[src/rtl/calc_pkg.sv]
// Shared token codes, FSM state encoding and decimal range helper for the
// PS/2 calculator controller.
package calc_pkg;

  localparam logic [3:0] KEY_ADD = 4'hA;
  localparam logic [3:0] KEY_SUB = 4'hB;
  localparam logic [3:0] KEY_EQ  = 4'hC;
  localparam logic [3:0] KEY_ESC = 4'hD;
  localparam logic [3:0] KEY_BRK = 4'hE;
  localparam logic [3:0] KEY_INV = 4'hF;

  typedef enum logic [2:0] {
    IDLE   = 3'd0,
    OPA    = 3'd1,
    OP     = 3'd2,
    OPB    = 3'd3,
    RESULT = 3'd4,
    ERROR  = 3'd5
  } calc_state_t;

  // Largest value representable with the given number of decimal digits.
  function automatic int calc_max(input int digits);
    int m;
    m = 1;
    for (int i = 0; i < digits; i++) m = m * 10;
    return m - 1;
  endfunction

endpackage

[src/rtl/calc_key_filter.sv]
// Strips PS/2 release (break + following byte) and typematic repeats from the
// decoded token stream; passes the surviving make codes through combinationally.
module calc_key_filter
  import calc_pkg::*;
(
  input  logic       clk,
  input  logic       rst_n,
  input  logic       key_valid,
  input  logic [3:0] key_code,
  output logic       tok_valid,
  output logic [3:0] tok
);

  logic skip;
  logic held;

  // tok_valid is a single-cycle strobe qualified by key_valid; there is no
  // ready, the consumer must take the token in the cycle it is presented.
  always_comb begin
    tok       = key_code;
    tok_valid = key_valid && !skip && !held &&
                (key_code != KEY_INV) && (key_code != KEY_BRK);
  end

  // An invalid token is checked first so an E0 prefix never consumes skip.
  always_ff @(posedge clk or negedge rst_n) begin
    if (!rst_n) begin
      skip <= 1'b0;
      held <= 1'b0;
    end else if (key_valid && (key_code != KEY_INV)) begin
      if (skip) begin
        skip <= 1'b0;
        held <= 1'b0;
      end else if (key_code == KEY_BRK) begin
        skip <= 1'b1;
      end else begin
        held <= 1'b1;
      end
    end
  end

endmodule

[src/rtl/calc_controller.sv]
// Entry/operator/result sequencer for the PS/2 calculator: filters key tokens,
// accumulates decimal operands, performs bounded add/subtract, drives display.
module calc_controller
  import calc_pkg::*;
#(
  parameter int DIGITS  = 4,
  parameter int VALUE_W = 16
) (
  input  logic                      clk,
  input  logic                      rst_n,
  input  logic                      key_valid,
  input  logic [3:0]                key_code,
  output logic signed [VALUE_W-1:0] disp_value,
  output logic                      op_active,
  output logic                      op_sub,
  output logic                      err
);

  localparam int MAX = calc_max(DIGITS);
  localparam int EW  = VALUE_W + 4;
  localparam logic signed [EW-1:0]  MAX_EW = EW'(MAX);
  localparam logic signed [VALUE_W:0] MAX_W1 = (VALUE_W + 1)'(MAX);

  logic       tok_valid;
  logic [3:0] tok;

  calc_key_filter u_filter (
    .clk       (clk),
    .rst_n     (rst_n),
    .key_valid (key_valid),
    .key_code  (key_code),
    .tok_valid (tok_valid),
    .tok       (tok)
  );

  calc_state_t               state_q, state_d;
  logic signed [VALUE_W-1:0] a_q, a_d;
  logic        [VALUE_W-1:0] b_q, b_d;
  logic                      op_q, op_d;

  logic signed [VALUE_W-1:0] disp_d;
  logic                      op_active_d, op_sub_d, err_d;

  logic                      is_digit, is_op;
  logic        [VALUE_W-1:0] digit;
  logic signed [EW-1:0]      a_e, b_e, dig_e, a_acc, b_acc;
  logic signed [VALUE_W:0]   r;
  logic                      r_bad;

  // Operands are widened so the x10 step cannot wrap before the range check.
  always_comb begin
    is_digit = (tok < 4'd10);
    is_op    = (tok == KEY_ADD) || (tok == KEY_SUB);
    digit    = {{(VALUE_W-4){1'b0}}, tok};
    a_e      = signed'({{4{a_q[VALUE_W-1]}}, a_q});
    b_e      = signed'({4'b0000, b_q});
    dig_e    = signed'({{(EW-4){1'b0}}, tok});
    a_acc    = (a_e <<< 3) + (a_e <<< 1) + dig_e;
    b_acc    = (b_e <<< 3) + (b_e <<< 1) + dig_e;
    r        = op_q ? (signed'({a_q[VALUE_W-1], a_q}) - signed'({1'b0, b_q}))
                    : (signed'({a_q[VALUE_W-1], a_q}) + signed'({1'b0, b_q}));
    r_bad    = (r > MAX_W1) || (r < -MAX_W1);
  end

  always_comb begin
    state_d = state_q;
    a_d     = a_q;
    b_d     = b_q;
    op_d    = op_q;
    if (tok_valid) begin
      if (tok == KEY_ESC) begin
        state_d = IDLE;
        a_d     = '0;
        b_d     = '0;
        op_d    = 1'b0;
      end else begin
        case (state_q)
          IDLE, RESULT: begin
            if (is_digit) begin
              a_d     = digit;
              state_d = OPA;
            end else if (is_op) begin
              if (state_q == IDLE) a_d = '0;
              op_d    = (tok == KEY_SUB);
              state_d = OP;
            end
          end
          OPA: begin
            if (is_digit) begin
              if (a_acc <= MAX_EW) a_d = a_acc[VALUE_W-1:0];
            end else if (is_op) begin
              op_d    = (tok == KEY_SUB);
              state_d = OP;
            end
          end
          OP: begin
            if (is_digit) begin
              b_d     = digit;
              state_d = OPB;
            end else if (is_op) begin
              op_d = (tok == KEY_SUB);
            end
          end
          OPB: begin
            if (is_digit) begin
              if (b_acc <= MAX_EW) b_d = b_acc[VALUE_W-1:0];
            end else if (is_op || (tok == KEY_EQ)) begin
              if (r_bad) begin
                state_d = ERROR;
              end else begin
                a_d     = r[VALUE_W-1:0];
                state_d = is_op ? OP : RESULT;
                if (is_op) op_d = (tok == KEY_SUB);
              end
            end
          end
          default: ;
        endcase
      end
    end
  end

  // Outputs are derived from next-state values so they register in the same edge.
  always_comb begin
    op_active_d = (state_d == OP) || (state_d == OPB);
    op_sub_d    = op_active_d && op_d;
    err_d       = (state_d == ERROR);
    case (state_d)
      ERROR:   disp_d = '0;
      OPB:     disp_d = signed'(b_d);
      default: disp_d = a_d;
    endcase
  end

  always_ff @(posedge clk or negedge rst_n) begin
    if (!rst_n) begin
      state_q    <= IDLE;
      a_q        <= '0;
      b_q        <= '0;
      op_q       <= 1'b0;
      disp_value <= '0;
      op_active  <= 1'b0;
      op_sub     <= 1'b0;
      err        <= 1'b0;
    end else begin
      state_q    <= state_d;
      a_q        <= a_d;
      b_q        <= b_d;
      op_q       <= op_d;
      disp_value <= disp_d;
      op_active  <= op_active_d;
      op_sub     <= op_sub_d;
      err        <= err_d;
    end
  end

endmodule

[config.mk]
export PLATFORM = sky130hd
export DESIGN_NAME = calc_controller
export DESIGN_NICKNAME = d
export VERILOG_FILES = /design/src/rtl/calc_pkg.sv /design/src/rtl/calc_key_filter.sv /design/src/rtl/calc_controller.sv
export SDC_FILE = /design/constraint.sdc
export NUM_CORES = 1
export LEC_CHECK = 0
export CORE_UTILIZATION = 50
export CTS_BUF_LIST = sky130_fd_sc_hd__clkbuf_8
export DETAILED_ROUTE_END_ITERATION = 10
export PLACE_DENSITY_LB_ADDON = 0.2
export SLEW_MARGIN = 15
export SYNTH_ARGS = -nofsm -noshare
export SYNTH_HDL_FRONTEND = slang
export SYNTH_SLANG_ARGS = --single-unit
[constraint.sdc]
create_clock -name clk -period 5.8 [get_ports clk]
set_input_delay 1.74 -clock clk [delete_from_list [all_inputs] [get_ports clk]]
set_output_delay 1.74 -clock clk [all_outputs]
set_load 0.02 [all_outputs]
After elaboration in Yosys (flattened, before gate mapping)
Index checks and enable logic that the tools add are counted.
{"block": "totals", "latch_bits": 0, "input_bits": 7, "out_inout_bits": 19, "wordCells": 94, "memories": 0, "rom_bits": 0, "mem_bits_rw": 0, "regBits": 57}
{"block": "classes", "bitwise_logic": 0, "shift": 0, "n_mux": 42, "n_addsub": 6, "mul": 0, "reduce_logical": 16, "n_eq_ne": 15, "div": 0, "magnitude_cmp": 5}
{"operator": "$mux 16", "count": 15}
{"operator": "$pmux 16 s2", "count": 2}
{"operator": "$pmux 16 s3", "count": 1}
{"operator": "$add 19x17->20", "count": 2}
{"operator": "$add 20x5->20", "count": 2}
{"operator": "$le 20x15->1 const B", "count": 2}
{"operator": "$mux 3", "count": 10}
{"operator": "$eq 4x4->1 const B", "count": 5}
{"operator": "$add 16x17->17", "count": 1}
{"operator": "$gt 17x15->1 const B", "count": 1}
{"operator": "$lt 17x15->1 const B", "count": 1}
{"operator": "$mux 17", "count": 1}
{"operator": "$sub 16x17->17", "count": 1}
{"operator": "$eq 3x2->1 const B", "count": 4}
{"operator": "$pmux 3 s4", "count": 1}
{"operator": "$mux 1", "count": 11}
{"operator": "$ne 4x4->1 const B", "count": 2}
{"operator": "$eq 3x3->1 const B", "count": 2}
{"operator": "$logic_and 1x1->1", "count": 6}
{"operator": "$logic_or 1x1->1", "count": 4}
{"operator": "$lt 4x4->1 const B", "count": 1}
{"operator": "$reduce_or 4->1", "count": 1}
{"operator": "$eq 3x1->1 const B", "count": 1}
{"operator": "$logic_not 3->1", "count": 1}
{"operator": "5 further kinds", "count": 6}

Logic depth before layout (Yosys ltp)
{"block": "depth", "depth_word": 13, "mapped_depth": 22, "mapped_depth_nobuf": 21}

Cells and area by module
From an unflattened synthesis, not the netlist that was laid out.
{"block": "unflattened", "cells_unflattened": 813, "hier_area_um2": 6795.3}
{"module": "calc_controller", "area_per_inst_um2": 6656.4, "cells_each": 798, "instances": 1}
{"module": "calc_key_filter", "area_per_inst_um2": 138.9, "cells_each": 15, "instances": 1}

Worst setup path before layout
Ideal clock, no wire load.
{"block": "synth_timing", "kind": "in2reg", "from": "input key_code[3]", "to": "register disp_value[13]", "arrival_ns": 5.432, "setup_time_ns": 0.121, "setup_slack_ns": 0.247, "stages": 16, "cell_sequence": "fa_1 inv_1 fa_1 nand2b_1 a21o_1 a21oi_2 nor4_1 a311oi_1 a31oi_1 or4_4 a21oi_4 o31ai_1 a21o_1 buf_6 a221o_1 a22o_1"}
{"block": "synth_between", "word_cells_on_any_way": 44, "cone_classes": "add/sub (2); order compare (3); eq/ne (8); mux (27); reduce/logical (4)"}
{"element": "start, declared", "line_no": "calc_controller.sv:12", "source": "input logic [3:0] key_code,"}
{"element": "parallel branches: the longest is 7 deep, another holds $add 20x5->20"}
{"element": "$mux 16 *", "line_no": "calc_controller.sv:70", "source": "if (tok_valid) begin"}
{"element": "net a_d[13]", "line_no": "calc_controller.sv:37", "source": "logic signed [VALUE_W-1:0] a_q, a_d;"}
{"element": "$pmux 16 s2 *", "line_no": "calc_controller.sv:128", "source": "case (state_d)"}
{"element": "net disp_d[13]", "line_no": "calc_controller.sv:41", "source": "logic signed [VALUE_W-1:0] disp_d;"}
{"element": "end signal, assigned", "line_no": "calc_controller.sv:150", "source": "disp_value <= disp_d;"}
{"element": "end, declared", "line_no": "calc_controller.sv:13", "source": "output logic signed [VALUE_W-1:0] disp_value,"}
Mark *: on every way through the listed nets, which the timed path passes.
A chain may end at the register's enable or synchronous reset.

Final worst setup path
{"block": "layout_timing", "from": "input key_code[3]", "to": "register disp_value[10]"}
{"block": "layout_between", "elab_chain_len": 11, "word_cells_on_any_way": 44, "cone_classes": "add/sub (2); order compare (3); eq/ne (8); mux (27); reduce/logical (4)"}
{"element": "parallel branches: the longest is 10 deep, another holds $add 20x5->20"}
{"element": "$pmux 16 s2 *", "line_no": "calc_controller.sv:128"}
{"element": "net disp_d[10]", "line_no": "calc_controller.sv:41"}
Marked as above.

==> results.sh <==
export IMPL_syn_area_per_cell_um2=8.42
export IMPL_dieHeight_um=114
export IMPL_cap_violations=0
export IMPL_use_met2_pct=52.4
export IMPL_rsz0062_at_grt="false"
export IMPL_vias_per_cell=6.21
export IMPL_synth_area_top_cells="dfrtp_1 23%, ha_1 16%, xnor2_1 5.4%"
export IMPL_hold_class="flip-flop to flip-flop"
export IMPL_finalCritPeriodShare_pct=95.4
export IMPL_r2r_start="b_q[1]"
export IMPL_synthTopCellsByCount="80 x ha_1, 67 x nor2_1, 57 x dfrtp_1"
export IMPL_die_w_um=114
export IMPL_start_util_pct=51.8
export IMPL_clockBufferDepth=2
export IMPL_ys_flop_type="dfrtp_1"
export IMPL_ant_nets=0
export IMPL_wl_per_cell_um=19.4
export IMPL_critPathCapture="disp_value[10]"
export IMPL_ir_worst_vdd_mv=0.154
export IMPL_required_ns=6.04
export IMPL_synth_top_area_share_pct=22.7
export IMPL_yosysMostFrequentCell="ha_1"
export IMPL_synth_nets=837
export IMPL_ys_ff_latch=57
export IMPL_grt_usage_pct=30.9
export IMPL_synth_edff_count=0
export IMPL_dr_pass1_iters=6
export IMPL_clk_pin_slew_worst_paths_ns=0.07
export IMPL_max_freq_mhz=181
export IMPL_worst_ep_arrival_time_ns=5.77
export IMPL_reg2regPathDepth=22
export IMPL_crit_family="compound AO/OA/AOI/OAI gates"
export IMPL_grt_max_degree=58
export IMPL_overflow=0
export IMPL_rrSetupSlack_ns=0.39
export IMPL_drcViolationCount=0
export IMPL_grt_pass1_wl_um=31400
export IMPL_first_global_vias=6171
export IMPL_finClkSkew_ns=0.0151
export IMPL_synth_async_reset_ratio_pct=100
export IMPL_slew_viol_final=0
export IMPL_path_class="input pin to flip-flop"
export IMPL_r2r_end="disp_value[10]"
export IMPL_coreArea_um2=12100
export IMPL_numPortBuffers=25
export IMPL_yosys_area_top_type="dfrtp_1"
export IMPL_ioPinCount=26
export IMPL_clock_root_buffer="clkbuf_8"
export IMPL_grtUsageMet3_pct=5.05
export IMPL_crit_path_max_incr_delay_ns=0.60
export IMPL_cp_depth=16
export IMPL_p_leak_nw=3.71
export IMPL_clock_sinks=57
export IMPL_finalCriticalPeriod_ns=5.54
export IMPL_rows=40
export IMPL_final_hold_viol_count=0
export IMPL_hold_buffers=0
export IMPL_area_delta_synth_final_pct=21.1
export IMPL_slowest_stage="fa_2"
export IMPL_cp_max_fo=5
export IMPL_gp_congestion=0.979
export IMPL_clk_latency_ns=0.35
export IMPL_syn_inst=745
export IMPL_vias=6289
export IMPL_worst_hold_slack_ns=0.499
export IMPL_crit_chain="dlymetal6s2s_1, buf_6, fa_2, ha_4, a211o_1, a211o_4, a21oi_2, o21ai_0, xor2_1, or4_4, a21oi_4, o31ai_4, a21o_2, a222oi_1, buf_4, o2bb2ai_1"
export IMPL_outcome="finished, final reports clean"
export IMPL_drt_total_wl_um=19600
export IMPL_synth_distinct_cells=73
export IMPL_critPathBufInv=3
export IMPL_cts_tree="done"
export IMPL_antenna_found_initial=0
export IMPL_dieArea_um2=13000
export IMPL_syn_cell_area_um2=6270
export IMPL_pwr_density_cell_nw_per_um2=318
export IMPL_dp_hpwl_um=15200
export IMPL_setup_violations=0
export IMPL_finalNetCount=931
export IMPL_antenna_cells=0
export IMPL_end_kind="flip-flop"
export IMPL_relSlewSlack_pct=45.2
export IMPL_crit_start="key_code[3]"
export IMPL_cts_inserted_buffers=9
export IMPL_worst_pin_slew_ns=0.815
export IMPL_final_layout_size_suffix_gt1_share_pct=15.2
export IMPL_use_met1_pct=40.9
export IMPL_yosysWarnings=0
export IMPL_cts_max_level=3
export IMPL_startpoint_type="input pin"
export IMPL_grt_busiest_layer="met2"
export IMPL_yosysSeqAreaShare_pct=22.7
export IMPL_finalSetupTns_ns=0
export IMPL_drtIter0Drc=568
## sequential cells by signal, summed over array words and instances, names as in the netlist
| name | flops |
|---|---|
| b_q | 16 |
| u_filter.held | 1 |
| op_active | 1 |
| state_q | 3 |
| a_q | 16 |
| disp_value | 16 |
| u_filter.skip | 1 |
| op_sub | 1 |
| op_q | 1 |
| err | 1 |
## power breakdown
group | internal, mW | switching, mW | total [mW]
combinational | 0.626 | 0.841 | 1.47
clock | 0.245 | 0.185 | 0.431
sequential | 0.442 | 0.0722 | 0.514
## worst min path at each step
stage	startpoint	endpoint	cells past startpoint
floorplan	u_filter.skip	u_filter.held	1
global placement	u_filter.skip	u_filter.held	1
global route	u_filter.skip	u_filter.held	1
finish	u_filter.skip	u_filter.held	1
CTS	u_filter.skip	u_filter.held	1
detailed placement	u_filter.skip	u_filter.held	1
## worst register-to-register path, stage by stage (launching register included)
cell,delay [ns]
dfrtp_1,0.48
inv_1,0.13
ha_1,0.18
nor3b_1,0.18
buf_4,0.15
nor2b_1,0.25
nor2b_1,0.22
nor2_1,0.07
xnor2_1,0.25
ha_1,0.36
a21oi_1,0.21
o211ai_1,0.17
a21o_1,0.21
o21ai_0,0.26
o311ai_0,0.27
a2111oi_2,0.49
o31ai_2,0.20
nand2_1,0.20
nand2b_1,0.15
a21o_2,0.26
a222oi_1,0.36
buf_4,0.19
o2bb2ai_1,0.06
## metal layers
| layer | wire, µm | share of wire, % | up-vias |
|---|---|---|---|
| li1 | - | - | 3016 |
| met1 | 8640 | 44 | 3000 |
| met2 | 9490 | 48 | 231 |
| met3 | 1180 | 6.0 | 42 |
| met4 | 320 | 1.6 | 0 |
| met5 | 0 | 0 | - |
## layout make-up
class,instances,area [µm²]
Multi-Input combinational cell,626,4730
Fill cell,1078,4520
Sequential cell,57,1430
Timing Repair Buffer,101,835
Tap cell,168,210
Inverter,44,165
Clock buffer,9,124
Clock inverter,7,103
## cells in the final DEF, fill, tap and decap left out, drive strengths merged, types with 6 or more instances in the layout
cell	n
xor2	13
inv	45
nand2	45
dfrtp	57
mux2i	9
nand2b	13
nor2	67
clkdlybuf4s50	21
a21o	19
nand4	6
and2	9
or3	10
a211oi	10
o211ai	6
clkbuf	9
buf	77
a222oi	8
a31oi	14
o21a	11
nor3	7
a21oi	61
o2bb2ai	10
a22o	17
o21ai	56
nand3	9
nor2b	11
o31ai	7
xnor2	39
and3	7
ha	80
## repair_timing
item                                    in CTS  in global routing
pin swaps                                   19                 16
gates resized for setup                      8                 19
setup buffers                                9                  2
endpoints found under the setup margin      25                 30
gates cloned                                 1                  0
## through the flow
step	power [mW]	cells	setup WS, ns	util (%)	cell area [µm²]
2_1_floorplan	1.45	745	0.247	-	6270
3_3_place_gp	1.87	984	-0.400	58.9	7130
3_5_place_dp	1.88	984	-0.609	58.9	7130
4_1_cts	2.34	1010	-0.0127	61.7	7470
5_1_grt	2.55	1012	0.000109	62.7	7590
6_report	2.41	1012	0.265	62.7	7590
## cell families after synthesis
| group | after synthesis | share of synthesized area, % |
|---|---|---|
| xor+xnor | 52 | 7.26 |
| buf+inv | 63 | 3.97 |
| compound gates | 275 | 30.7 |
| mux | 11 | 1.80 |
| flops | 57 | 22.7 |
| simple gates | 202 | 16.0 |
| fa+ha+maj | 85 | 17.6 |
No activity file was read; power rests on OpenSTA's default activity.
